File: config.mk
export PLATFORM = sky130hd
export DESIGN_NAME = scanout_fetch
export DESIGN_NICKNAME = d
export VERILOG_FILES = /design/src/rtl/scanout_fetch.sv
export SDC_FILE = /design/constraint.sdc
export NUM_CORES = 1
export LEC_CHECK = 0
export BUFFER_PORTS_ARGS = -buffer_cell sky130_fd_sc_hd__buf_2
export CAP_MARGIN = 20
export CELL_PAD_IN_SITES_DETAIL_PLACEMENT = 1
export CELL_PAD_IN_SITES_GLOBAL_PLACEMENT = 2
export CORE_MARGIN = 3
export CORE_UTILIZATION = 53
export CTS_CLUSTER_DIAMETER = 200
export DETAILED_ROUTE_END_ITERATION = 12
export MAX_ROUTING_LAYER = met4
export PLACE_DENSITY = 0.83
export RECOVER_POWER = 25
export SYNTH_ARGS = -nofsm -noshare
export SYNTH_HDL_FRONTEND = slang
export SYNTH_SLANG_ARGS = --single-unit
File: constraint.sdc
create_clock -name pixel_clock -period 8.04 [get_ports pixel_clock]
set_input_delay 1.608 -clock pixel_clock [delete_from_list [all_inputs] [get_ports pixel_clock]]
set_output_delay 1.608 -clock pixel_clock [all_outputs]
set_load 0.01 [all_outputs]
File: src/rtl/scanout_fetch.sv
// Scanout pixel source: fetches one frame of RGB words into a line FIFO and drives the DAC.
// Optional colour-bar source is enabled by defining SCANOUT_TEST_PATTERN_EN.
module scanout_fetch #(
    parameter int                H_ACTIVE      = 640,
    parameter int                V_ACTIVE      = 480,
    parameter int                FIFO_DEPTH    = 32,
    parameter int                ADDR_W        = 24,
    parameter logic [ADDR_W-1:0] FB_BASE       = '0,
    parameter logic [23:0]       UNDERFLOW_RGB = 24'hFF00FF,
    localparam int               LVL_W         = $clog2(FIFO_DEPTH) + 1
) (
    input  logic              pixel_clock,
    input  logic              reset,
    input  logic              frame_start,
    input  logic              active,
    input  logic              test_pattern,
    output logic              mem_req,
    output logic [ADDR_W-1:0] mem_addr,
    input  logic              mem_ready,
    input  logic              mem_rvalid,
    input  logic [23:0]       mem_rdata,
    output logic [7:0]        dac_red_pins,
    output logic [7:0]        dac_green_pins,
    output logic [7:0]        dac_blue_pins,
    output logic              underflow,
    output logic [LVL_W-1:0]  fifo_level
);
    localparam int TOTAL = H_ACTIVE * V_ACTIVE;
    localparam int CNT_W = $clog2(TOTAL + 1);
    localparam int PTR_W = $clog2(FIFO_DEPTH);

    localparam logic [1:0] S_IDLE  = 2'd0;
    localparam logic [1:0] S_FETCH = 2'd1;
    localparam logic [1:0] S_DONE  = 2'd2;

    logic [1:0]       state_q, state_d;
    logic [CNT_W-1:0] issued_q, issued_d;
    logic [LVL_W-1:0] outst_q, outst_d;
    logic [LVL_W-1:0] discard_q, discard_d;
    logic [LVL_W-1:0] level_q, level_d;
    logic [PTR_W-1:0] wr_ptr_q, wr_ptr_d;
    logic [PTR_W-1:0] rd_ptr_q, rd_ptr_d;
    logic [23:0]      rgb_q, rgb_d;
    logic             uf_q;
    logic [23:0]      fifo_mem [FIFO_DEPTH];

    logic             accept, push, pop, empty, full;
    logic [LVL_W:0]   credit;

    // Credit counts in-flight reads so a returning word always has a free slot.
    assign credit   = {1'b0, level_q} + {1'b0, outst_q};
    assign mem_req  = (state_q == S_FETCH) && (issued_q < CNT_W'(TOTAL)) &&
                      (credit < (LVL_W+1)'(FIFO_DEPTH));
    assign mem_addr = FB_BASE + ADDR_W'(issued_q);
    assign accept   = mem_req && mem_ready;
    assign empty    = (level_q == '0);
    assign full     = (level_q == LVL_W'(FIFO_DEPTH));
    assign pop      = active && !empty;
    assign push     = mem_rvalid && (discard_q == '0) && !full;

    always_comb begin
        state_d   = state_q;
        issued_d  = issued_q;
        outst_d   = outst_q + LVL_W'(accept) - LVL_W'(mem_rvalid);
        discard_d = discard_q;
        level_d   = level_q + LVL_W'(push) - LVL_W'(pop);
        wr_ptr_d  = push ? wr_ptr_q + PTR_W'(1) : wr_ptr_q;
        rd_ptr_d  = pop  ? rd_ptr_q + PTR_W'(1) : rd_ptr_q;
        if (mem_rvalid && discard_q != '0)
            discard_d = discard_q - LVL_W'(1);
        if (accept) begin
            issued_d = issued_q + CNT_W'(1);
            if (issued_q == CNT_W'(TOTAL - 1))
                state_d = S_DONE;
        end
        // Resync: everything still in flight (including this cycle's accept) is stale.
        if (frame_start) begin
            state_d   = S_FETCH;
            issued_d  = '0;
            discard_d = outst_d;
            level_d   = '0;
            wr_ptr_d  = '0;
            rd_ptr_d  = '0;
        end
    end

`ifdef SCANOUT_TEST_PATTERN_EN
    localparam int BAR_W = (H_ACTIVE / 8 > 0) ? H_ACTIVE / 8 : 1;
    localparam int COL_W = $clog2(H_ACTIVE + 1);

    logic [COL_W-1:0] col_q;
    logic [2:0]       bar;
    logic [23:0]      bar_rgb;

    always_ff @(posedge pixel_clock) begin
        if (reset || !active) col_q <= '0;
        else                  col_q <= col_q + COL_W'(1);
    end

    // Bar index bits map straight onto inverted channel enables: R=~b1, G=~b2, B=~b0.
    assign bar     = 3'(col_q / COL_W'(BAR_W));
    assign bar_rgb = {{8{~bar[1]}}, {8{~bar[2]}}, {8{~bar[0]}}};
`else
    logic unused_test_pattern;
    assign unused_test_pattern = test_pattern;
`endif

    always_comb begin
        rgb_d = '0;
        if (active)
            rgb_d = empty ? UNDERFLOW_RGB : fifo_mem[rd_ptr_q];
`ifdef SCANOUT_TEST_PATTERN_EN
        if (active && test_pattern)
            rgb_d = bar_rgb;
`endif
    end

    always_ff @(posedge pixel_clock) begin
        if (reset) begin
            state_q   <= S_IDLE;
            issued_q  <= '0;
            outst_q   <= '0;
            discard_q <= '0;
            level_q   <= '0;
            wr_ptr_q  <= '0;
            rd_ptr_q  <= '0;
            rgb_q     <= '0;
            uf_q      <= 1'b0;
        end else begin
            state_q   <= state_d;
            issued_q  <= issued_d;
            outst_q   <= outst_d;
            discard_q <= discard_d;
            level_q   <= level_d;
            wr_ptr_q  <= wr_ptr_d;
            rd_ptr_q  <= rd_ptr_d;
            rgb_q     <= rgb_d;
            if (active && empty)
                uf_q <= 1'b1;
        end
    end

    always_ff @(posedge pixel_clock) begin
        if (push)
            fifo_mem[wr_ptr_q] <= mem_rdata;
    end

    assert property (@(posedge pixel_clock) disable iff (reset)
        !(mem_rvalid && (discard_q == '0) && full));

    assign dac_red_pins   = rgb_q[23:16];
    assign dac_green_pins = rgb_q[15:8];
    assign dac_blue_pins  = rgb_q[7:0];
    assign underflow      = uf_q;
    assign fifo_level     = level_q;

endmodule

==> flow_summary.json <==
{
  "synth-edff-count": 768,
  "gp_congestion": 0.7790,
  "design_area_um2": 37390,
  "die_x_um": 254.1,
  "syn_area_um2": 32630,
  "drt-total-wl_mm": 82.35,
  "drcViolationCount": 0,
  "cts_root_buffer": "clkbuf_16",
  "max_freq_mhz": 223.7,
  "cp.arrival_ns": 2.86,
  "antenna_found_initial": 2,
  "p_int_w": 0.007849,
  "power.share.clock_pct": 40.1,
  "rows": 90,
  "peakVddDrop_v": 0.0002279,
  "p_seq_share_pct": 48.2,
  "max_slew_margin_pct": 12.49,
  "final_common_cell": "edfxtp_1",
  "first_pass_iters": 5,
  "die_y_um": 254.1,
  "netlist_top_cells_area": "edfxtp_1 (71%), mux4_2 (13%), dfxtp_1 (4.8%), mux2i_1 (1.3%), nor2_1 (1.3%)",
  "min_from": "state_q[1]$_SDFFE_PP0P_",
  "tightestPinTransition_ns": 1.313,
  "final_cell_mix": "edfxtp_1 (768), mux4_2 (192), clkbuf_16 (86)",
  "cp_data_required_time_ns": 6.43,
  "status": "finished clean",
  "period_share_pct": 55.61,
  "htree_levels": 3,
  "grt_max_degree": 143,
  "min_path_cells": 2,
  "rsz0062_at_grt": "no",
  "hpwl_mm": 43.73,
  "yosys.area.top_type": "edfxtp_1",
  "io-pin-count": 87,
  "die-area_um2": 64570,
  "cts-buffers-inserted": 85,
  "core_um2": 60580,
  "r2r_start": "fifo_level[5]$_SDFF_PP0_",
  "min_period_ns": 4.471,
  "p_comb_share_pct": 11.7,
  "r2r-end": "discard_q[4]$_SDFFE_PP0P_",
  "hold_end": "state_q[1]$_SDFFE_PP0P_",
  "post_cts_buffers": 0,
  "cts_hold_buf": 0,
  "synth_top_area_share_pct": 70.68,
  "ys_warn_count": 0,
  "io_buffer_count": 80,
  "insertion_delay_ns": 0.65,
  "clock-skew-final_ns": 0.03519,
  "cp-end-kind": "primary output",
  "grt_pass1_vias": 17537,
  "wl_per_cell_um": 31.77,
  "ff2ff_setup_slack_ns": 4.07,
  "final_util_pct": 61.72,
  "cts.sinks": 847,
  "power.density_nw_per_um2": 276.3,
  "cts_max_path_buffers": 3,
  "crit_fanout": 11,
  "setup_viol": 0,
  "synthDistinctLibCells": 59,
  "final.setup.tns_ns": 0,
  "crit_type": "reg -> out",
  "switching_power_w": 0.002485,
  "reg2reg_depth": 12,
  "initial_core_util_pct": 53.86,
  "clk_pin_slew_worst_paths_ns": 0.05,
  "viasPerCell": 6.380,
  "crit_path_start_kind": "flip-flop",
  "grt_pass1_wl_mm": 119.9,
  "power_w": 0.01033,
  "dpl-instance-area_um2": 34150,
  "avgSynthCellArea_um2": 20.10,
  "overflow": 0,
  "netlist_instances": 1623,
  "whs_ns": 0.4616,
  "p_leak_nw": 11.61,
  "synth_flop_cell": "edfxtp_1",
  "ant_nets": 0,
  "drive_above_1_share_pct": 25.88,
  "cts_tree": "built",
  "drt_iter0_drc": 1772,
  "switching_share_pct": 24.05,
  "async_flop_share_pct": 0,
  "syn_to_final_growth_pct": 14.60,
  "seq_area_frac_synth_pct": 75.53,
  "cap_violations": 0,
  "final_hold_viol_count": 0,
  "ys_ff_latch": 847,
  "slew_violations": 0,
  "vias": 16538,
  "nets": 1797,
  "grt.total_usage_pct": 26.68,
  "post_cts_resize_count": 0,
  "hold_class": "reg -> reg"
}
==> power groups by stage <==
stage,Sequential (W),Combinational [W],Clock [W]
after floorplan,0.00506,0.000834,0
after global placement,0.00507,0.00117,0
after detailed placement,0.00507,0.00121,0
after CTS,0.00498,0.00122,0.00419
after global routing,0.00499,0.00133,0.00437
final,0.00498,0.00121,0.00414
==> worst max-delay path by stage <==
stage                             startpoint                    endpoint  slack (ns)  depth (start not counted)
global route        fifo_level[5]$_SDFF_PP0_                     mem_req        3.34                          6
CTS                 fifo_level[5]$_SDFF_PP0_                     mem_req        3.52                          6
global placement                  mem_rvalid   fifo_mem[31][0]$_DFFE_PP_        3.71                          4
floorplan                          mem_ready   discard_q[4]$_SDFFE_PP0P_        4.27                          9
finish              fifo_level[5]$_SDFF_PP0_                     mem_req        3.57                          6
detailed placement                mem_rvalid  fifo_mem[11][21]$_DFFE_PP_        3.63                          4
==> through the flow <==
stage	instances	setup slack [ns]
after floorplan	1627	4.267
after global placement	2411	3.706
after detailed placement	2419	3.626
after CTS	2577	3.522
after global routing	2592	3.340
final	2592	3.569
==> flip-flops by register name, indices dropped and copies added (netlist names), 5 cells and up, named ones only <==
name / flops
wr_ptr_q: 5
outst_q: 6
fifo_mem: 768
rd_ptr_q: 5
issued_q: 19
rgb_q: 24
fifo_level: 6
discard_q: 6
==> cell usage after synthesis, types with 5 or more instances <==
cell type,count
nor4_1,7
dfxtp_1,79
nor3_1,21
nand3_1,6
a31oi_1,28
or3_1,5
edfxtp_1,768
clkbuf_1,50
nor2_1,112
nand2_1,26
xnor2_1,17
a22oi_1,48
buf_2,21
xor2_1,10
buf_1,9
inv_1,23
and3_1,6
ha_1,27
nor2b_1,10
mux2i_1,43
mux4_2,192
nand4_1,9
buf_4,6
a211o_1,10
a21oi_1,18
o22ai_1,8
==> per-layer routing <==
metal / share of wire, % / track usage (%) / wire length, um
met3: 6.3 / 4.636 / 5221
met4: 2.7 / 7.438 / 2240
met2: 52 / 43.91 / 42500
met1: 39 / 34.85 / 32390
met5: 0 / - / 0
==> critical path, cell delays in order (launching register included) <==
cell and delay [ns]:
dfxtp_1 0.40, ha_1 0.26, nor3_1 0.20, o2111ai_1 0.47
or3_1 0.63, inv_1 0.14, buf_2 0.14
==> cells by family after synthesis <==
group / after synthesis / synth area share (%)
adders and majority gates: 29 / 1.158
other: 1 / 0.01149
muxes: 235 / 14.57
and+or+nand+nor: 230 / 3.436
xor gates and xnor gates: 27 / 0.7248
buffers and inverters: 111 / 1.473
AOI/OAI and AO/OA: 143 / 3.095
DFF: 847 / 75.53
==> area by class of cell <==
| class | instances | area [um^2] |
|---|---|---|
| Antenna cell | 2 | 5.005 |
| Clock buffer | 109 | 2328 |
| Clock inverter | 49 | 595.6 |
| Fill cell | 5035 | 23190 |
| Inverter | 23 | 86.33 |
| Multi-Input combinational cell | 669 | 7771 |
| Sequential cell | 847 | 24650 |
| Tap cell | 782 | 978.4 |
| Timing Repair Buffer | 111 | 974.7 |
Power figures use the tool's default switching activity.
